**config.mk**
```make
export PLATFORM = sky130hd
export DESIGN_NAME = pipe_hazard_unit
export DESIGN_NICKNAME = d
export VERILOG_FILES = /design/src/rtl/pipe_pkg.sv /design/src/rtl/hazard_match.sv /design/src/rtl/pipe_hazard_unit.sv
export SDC_FILE = /design/constraint.sdc
export NUM_CORES = 1
export LEC_CHECK = 0
export ABC_AREA = 1
export BUFFER_PORTS_ARGS = -buffer_cell sky130_fd_sc_hd__clkbuf_2
export CORE_MARGIN = 2
export CORE_UTILIZATION = 55
export CTS_BUF_LIST = sky130_fd_sc_hd__clkbuf_16
export CTS_CLUSTER_DIAMETER = 60
export DETAILED_ROUTE_END_ITERATION = 7
export PLACE_DENSITY = 0.82
export SLEW_MARGIN = 20
export SYNTH_ARGS = -nofsm -noshare
export SYNTH_HDL_FRONTEND = slang
export SYNTH_HIERARCHICAL = 1
export SYNTH_SLANG_ARGS = --single-unit
export TNS_END_PERCENT = 20
```
**constraint.sdc**
```tcl
create_clock -name clk -period 3.69 [get_ports clk]
set_clock_uncertainty 0.1 [all_clocks]
set_input_delay 0 -clock clk [delete_from_list [all_inputs] [get_ports clk]]
set_output_delay 0 -clock clk [all_outputs]
set_load 0.05 [all_outputs]
```
**src/rtl/pipe_pkg.sv**
```systemverilog
// Shared types and constants for the pipeline hazard controller.
// Entry layout, size defaults and the forward-select width helper.
package pipe_pkg;

    localparam int DEPTH_DEF = 3;
    localparam int LOAD_LAT_DEF = 1;
    localparam int MAX_AW = 8;
    localparam int R_W = 4;

    localparam logic [MAX_AW-1:0] X0 = '0;

    typedef struct packed {
        logic              v;
        logic [MAX_AW-1:0] rd;
        logic [R_W-1:0]    r;
        logic              h;
    } entry_t;

    function automatic int sel_w(input int depth);
        return (depth > 2) ? $clog2(depth) : 1;
    endfunction

endpackage

```
**src/rtl/hazard_match.sv**
```systemverilog
// Youngest-match priority search over tracked destination entries.
// Returns the lowest matching index offset by BASE.
module hazard_match
    import pipe_pkg::*;
#(
    parameter int N = 3,
    parameter int BASE = 0,
    parameter int SEL_W = 2
) (
    input  logic                       en,
    input  logic [MAX_AW-1:0]          key,
    input  logic [N-1:0]               v,
    input  logic [N-1:0][MAX_AW-1:0]   rd,
    output logic                       hit,
    output logic [SEL_W-1:0]           pos
);

    // scan oldest to youngest so the youngest match wins
    always_comb begin
        hit = 1'b0;
        pos = '0;
        if (en && key != X0) begin
            for (int i = N - 1; i >= 0; i--) begin
                if (v[i] && rd[i] == key) begin
                    hit = 1'b1;
                    pos = SEL_W'(i + BASE);
                end
            end
        end
    end

endmodule

```
**src/rtl/pipe_hazard_unit.sv**
```systemverilog
// Hazard, forwarding and halt-drain controller for the in-order pipe.
// Optional WB-to-ID bypass: define HAZARD_ID_BYPASS_EN.
module pipe_hazard_unit
    import pipe_pkg::*;
#(
    parameter int REG_AW = 5,
    parameter int DEPTH = DEPTH_DEF,
    parameter int LOAD_LAT = LOAD_LAT_DEF,
    parameter int SEL_W = sel_w(DEPTH)
) (
    input  logic              clk,
    input  logic              reset,
    input  logic              id_valid,
    input  logic [REG_AW-1:0] id_rs1,
    input  logic [REG_AW-1:0] id_rs2,
    input  logic              id_rs1_used,
    input  logic              id_rs2_used,
    input  logic [REG_AW-1:0] id_rd,
    input  logic              id_reg_write,
    input  logic              id_is_load,
    input  logic              id_halt,
    input  logic              ex_flush,
    input  logic              mem_wait,
    output logic              stall,
    output logic [SEL_W-1:0]  fwd_sel_rs1,
    output logic [SEL_W-1:0]  fwd_sel_rs2,
    output logic              id_byp_rs1,
    output logic              id_byp_rs2,
    output logic              fetch_hold,
    output logic              is_halted
);

`ifdef HAZARD_ID_BYPASS_EN
    localparam bit BYP = 1'b1;
`else
    localparam bit BYP = 1'b0;
`endif

    localparam logic [SEL_W-1:0] WB_POS = SEL_W'(DEPTH - 1);

    entry_t            ent [DEPTH];
    logic [MAX_AW-1:0] ex_rs1, ex_rs2;
    logic              ex_u1, ex_u2;
    logic              hold_q, halted_q;

    logic [MAX_AW-1:0] rs1_x, rs2_x, rd_x;
    logic [DEPTH-1:0]  vv;
    logic [DEPTH-1:0][MAX_AW-1:0] rdv;

    logic              id_hit1, id_hit2, ex_hit1, ex_hit2;
    logic [SEL_W-1:0]  id_pos1, id_pos2, ex_pos1, ex_pos2;
    logic [R_W-1:0]    r1, r2;
    logic              haz1, haz2, haz, enq;
    entry_t            new_ent;

    // widen register ids and flatten entry fields for the searches
    always_comb begin
        rs1_x = '0;
        rs2_x = '0;
        rd_x = '0;
        rs1_x[REG_AW-1:0] = id_rs1;
        rs2_x[REG_AW-1:0] = id_rs2;
        rd_x[REG_AW-1:0] = id_rd;
        for (int p = 0; p < DEPTH; p++) begin
            vv[p] = ent[p].v;
            rdv[p] = ent[p].rd;
        end
    end

    hazard_match #(.N(DEPTH), .BASE(0), .SEL_W(SEL_W)) u_id1 (
        .en(id_rs1_used), .key(rs1_x), .v(vv), .rd(rdv),
        .hit(id_hit1), .pos(id_pos1)
    );

    hazard_match #(.N(DEPTH), .BASE(0), .SEL_W(SEL_W)) u_id2 (
        .en(id_rs2_used), .key(rs2_x), .v(vv), .rd(rdv),
        .hit(id_hit2), .pos(id_pos2)
    );

    hazard_match #(.N(DEPTH-1), .BASE(1), .SEL_W(SEL_W)) u_ex1 (
        .en(ex_u1), .key(ex_rs1),
        .v(vv[DEPTH-1:1]), .rd(rdv[DEPTH-1:1]),
        .hit(ex_hit1), .pos(ex_pos1)
    );

    hazard_match #(.N(DEPTH-1), .BASE(1), .SEL_W(SEL_W)) u_ex2 (
        .en(ex_u2), .key(ex_rs2),
        .v(vv[DEPTH-1:1]), .rd(rdv[DEPTH-1:1]),
        .hit(ex_hit2), .pos(ex_pos2)
    );

    // stall when the youngest producer is not yet at its ready position
    always_comb begin
        r1 = '0;
        r2 = '0;
        for (int p = 0; p < DEPTH; p++) begin
            if (SEL_W'(p) == id_pos1) r1 = ent[p].r;
            if (SEL_W'(p) == id_pos2) r2 = ent[p].r;
        end
        haz1 = id_hit1 && ((R_W'(id_pos1) < r1) ||
               (!BYP && id_pos1 == WB_POS));
        haz2 = id_hit2 && ((R_W'(id_pos2) < r2) ||
               (!BYP && id_pos2 == WB_POS));
        haz = haz1 || haz2;
        enq = id_valid && !haz && !ex_flush;
        stall = mem_wait || (haz && !ex_flush);
    end

    // build the entry entering EX; a bubble is all zero
    always_comb begin
        new_ent = '0;
        if (enq) begin
            new_ent.v = id_reg_write && rd_x != X0;
            new_ent.rd = rd_x;
            new_ent.r = id_is_load ? R_W'(LOAD_LAT) : '0;
            new_ent.h = id_halt;
        end
    end

    // shift entries toward WB unless memory is holding the pipe
    always_ff @(posedge clk or negedge reset) begin
        if (!reset) begin
            for (int p = 0; p < DEPTH; p++) ent[p] <= '0;
            ex_rs1 <= '0;
            ex_rs2 <= '0;
            ex_u1 <= 1'b0;
            ex_u2 <= 1'b0;
            hold_q <= 1'b0;
            halted_q <= 1'b0;
        end else if (!mem_wait) begin
            for (int p = DEPTH - 1; p > 0; p--) ent[p] <= ent[p-1];
            ent[0] <= new_ent;
            ex_rs1 <= enq ? rs1_x : '0;
            ex_rs2 <= enq ? rs2_x : '0;
            ex_u1 <= enq && id_rs1_used;
            ex_u2 <= enq && id_rs2_used;
            if (enq && id_halt) hold_q <= 1'b1;
            if (ent[DEPTH-1].h) halted_q <= 1'b1;
        end
    end

    assign fwd_sel_rs1 = ex_hit1 ? ex_pos1 : '0;
    assign fwd_sel_rs2 = ex_hit2 ? ex_pos2 : '0;
    assign fetch_hold = hold_q;
    assign is_halted = halted_q;

`ifdef HAZARD_ID_BYPASS_EN
    assign id_byp_rs1 = ent[DEPTH-1].v && rs1_x != X0 &&
                        ent[DEPTH-1].rd == rs1_x;
    assign id_byp_rs2 = ent[DEPTH-1].v && rs2_x != X0 &&
                        ent[DEPTH-1].rd == rs2_x;
`else
    assign id_byp_rs1 = 1'b0;
    assign id_byp_rs2 = 1'b0;
`endif

endmodule

```
==> results.json <==
{
  "cts_setup_buffers": 0,
  "max_clock_freq_ghz": 0.4075,
  "startpoint_type": "register",
  "yosysWarningCount": 6,
  "drive_above_1_share_pct": 11.42,
  "total_power_mw": 1.211,
  "yosys.area.top_type_share_pct": 25.12,
  "hold_start": "id_halt",
  "grt_pass1_vias": 4089,
  "finalSetupViolCount": 0,
  "r2r_end": "ex_u2",
  "routedWlPerCell_um": 11.28,
  "ant_nets": 0,
  "insertion_delay_ps": 280,
  "grt_setup_unrepaired": "no",
  "crit_required_ps": 3590,
  "track_usage_pct": 29.41,
  "p_leak_nw": 2.691,
  "clk_pin_slew_ps": 60,
  "vdd_ir_drop_max_mv": 0.2492,
  "avgSynthCellArea_um2": 5.573,
  "final_cell_mix": "nand2_1, inv_1, conb_1",
  "hold_class": "in2reg",
  "drt-initial-drc-count": 351,
  "max_slew_margin_pct": 39.92,
  "drv_slew": 0,
  "worst-setup-path-type": "reg2out",
  "yosys.area.top_type": "nand2_1",
  "setup_tns_ps": 0,
  "cts_buffers": 5,
  "status": "finished clean",
  "hold_viol": 0,
  "vias_per_cell": 4.762,
  "worst_slew_pin_slew_ps": 901.3,
  "worst_ep_arrival_time_ps": 2350,
  "maxCapViolations": 0,
  "drcViolationCount": 0,
  "yosysSeqAreaShare_pct": 24.31,
  "cts_sinks": 36,
  "cts_tree": "yes",
  "post-route-period-util_pct": 66.50,
  "die-area_um2": 7411,
  "io_buffers": 31,
  "syn2layout_area_growth_pct": 25.29,
  "h-tree-depth": 2,
  "grt_max_degree": 38,
  "place.gp.congestion": 0.9155,
  "synth_area_leaders": "nand2_1, dfrtp_1, inv_1",
  "clockBufferDepth": 2,
  "layout_commonest_cell": "nand2_1",
  "worst_r2r_startpoint": "ent[20]",
  "synthesis.area_um2": 3706,
  "root_buffer": "clkbuf_16",
  "dpl.hpwl_mm": 7.378,
  "die_w_um": 86.09,
  "ff2ff_setup_slack_ps": 1530,
  "dr.pass1.iters": 5,
  "hold-path-cell-count": 5,
  "synth_cell_types": 37,
  "holdPathEnd": "ent[28]",
  "grt-ovfl-total": 0,
  "powerDensity_nw_per_um2": 260.8,
  "path_max_fanout": 9,
  "antenna_cells": 0,
  "fp-row-count": 29,
  "nNetsFinal": 847,
  "worstSetupEndpointType": "primary output",
  "fin_util_pct": 72.30,
  "grt_antenna_before_repair": 0,
  "io-pin-count": 34,
  "grt_first_pass_wirelength_mm": 17.31,
  "die_height_um": 86.09,
  "reg2reg_depth": 15,
  "core_region_area_um2": 6422,
  "initial_core_util_pct": 57.71,
  "routed_wirelength_mm": 10.15,
  "period_needed_ps": 2454,
  "yosys_register_bits": 36,
  "vias": 4286,
  "synth_cells": 665
}
[logic make-up (layout without fill, tap and decap cells)]
kind of cell    Yosys count  count (layout)  share of synthesized area (%)
other cells               1             110                         0.1012
compound gates           73              73                          13.37
xor+xnor                  6               6                          1.418
buf+inv                 159             208                          16.78
simple gates            390             390                          44.02
flops                    36              36                          24.31
[stage by stage]
stage	worst slack (ps)	instances	hold slack (ps)	cell area, µm²
floorplan	1879	774	-395.6	4115
global placement	1560	872	50.49	4304
detailed placement	1570	872	60.00	4304
CTS	1268	900	3.444	4643
global route	1035	900	49.76	4643
finish	1236	900	15.32	4643
[how the worst max path moves through the flow]
stage | startpoint | to | slack (ps) | cells after the start
2_1_floorplan | ent[22] | stall | 1880 | 15
3_3_place_gp | ent[22] | stall | 1560 | 16
3_5_place_dp | ent[22] | ex_u2 | 1570 | 15
4_1_cts | ent[22] | stall | 1270 | 16
5_1_grt | ent[22] | stall | 1030 | 16
6_report | ent[20] | stall | 1240 | 16
[timing repair]
item / CTS / global route
hold endpoints to repair: 55 / 0
gates resized for setup: 0 / 0
hold buffers: 20 / 0
[sequential cells by signal, summed over array words and instances, names as in the netlist]
name / count
fetch_hold: 1
ex_u1: 1
is_halted: 1
ex_rs2: 5
ent: 22
ex_u2: 1
ex_rs1: 5
[cell usage after synthesis]
cell	n
nor2_1	74
xor2_1	4
nor2_2	11
inv_1	127
inv_2	20
o21bai_2	9
clkinv_1	2
buf_6	1
nand3_1	23
o221ai_1	2
nand3b_1	2
buf_2	5
clkbuf_1	1
nor3_2	2
conb_1	1
nand3_2	2
nand2_2	10
nor3_1	2
nand3_4	1
o22ai_1	8
buf_4	3
nand4_1	9
a21oi_1	8
or2_0	2
o21bai_4	1
o21bai_1	9
nand2_1	248
a21o_1	2
xnor2_1	2
o211ai_1	2
o21a_1	2
o21ai_0	22
dfrtp_1	36
a21boi_0	2
o21ai_1	6
or2_1	2
and3_1	2
[critical path, stage by stage, from the launching register on]
cell and delay (ps):
dfrtp_1 560, inv_1 70, nand2_1 100, nand2_1 60, inv_1 50, nand2_1 40
nor2_1 120, nand3_1 80, nand2_1 80, nand2_1 50, nand2_1 50, inv_1 40
nor2_1 150, nand2_2 110, a21o_1 170, nand2_1 50, clkbuf_2 290
[per-layer routing]
metal  GRT usage, %  up-vias  wire (µm)  part of all wire [%]
li1               -     2189          -                     -
met1          35.00     1910       4155                    41
met2          53.91      163       4970                    49
met3          5.101       24        796                   7.8
met4          8.369        0        228                   2.2
met5              0        -          0                     0
[power by group]
group | switching [mW] | internal [mW]
Clock | 0.160 | 0.245
Sequential | 0.0526 | 0.419
Combinational | 0.210 | 0.125
[area by class of cell]
cell class	count	area, µm²
clock buffers	5	125.1
flip-flops and latches	36	900.9
fillers	595	1779
inverters	149	559.3
multi-input cells	579	2592
clock inverters	3	13.76
well taps	77	96.34
repair buffers	51	355.3
(Power assumes the default switching activity.)
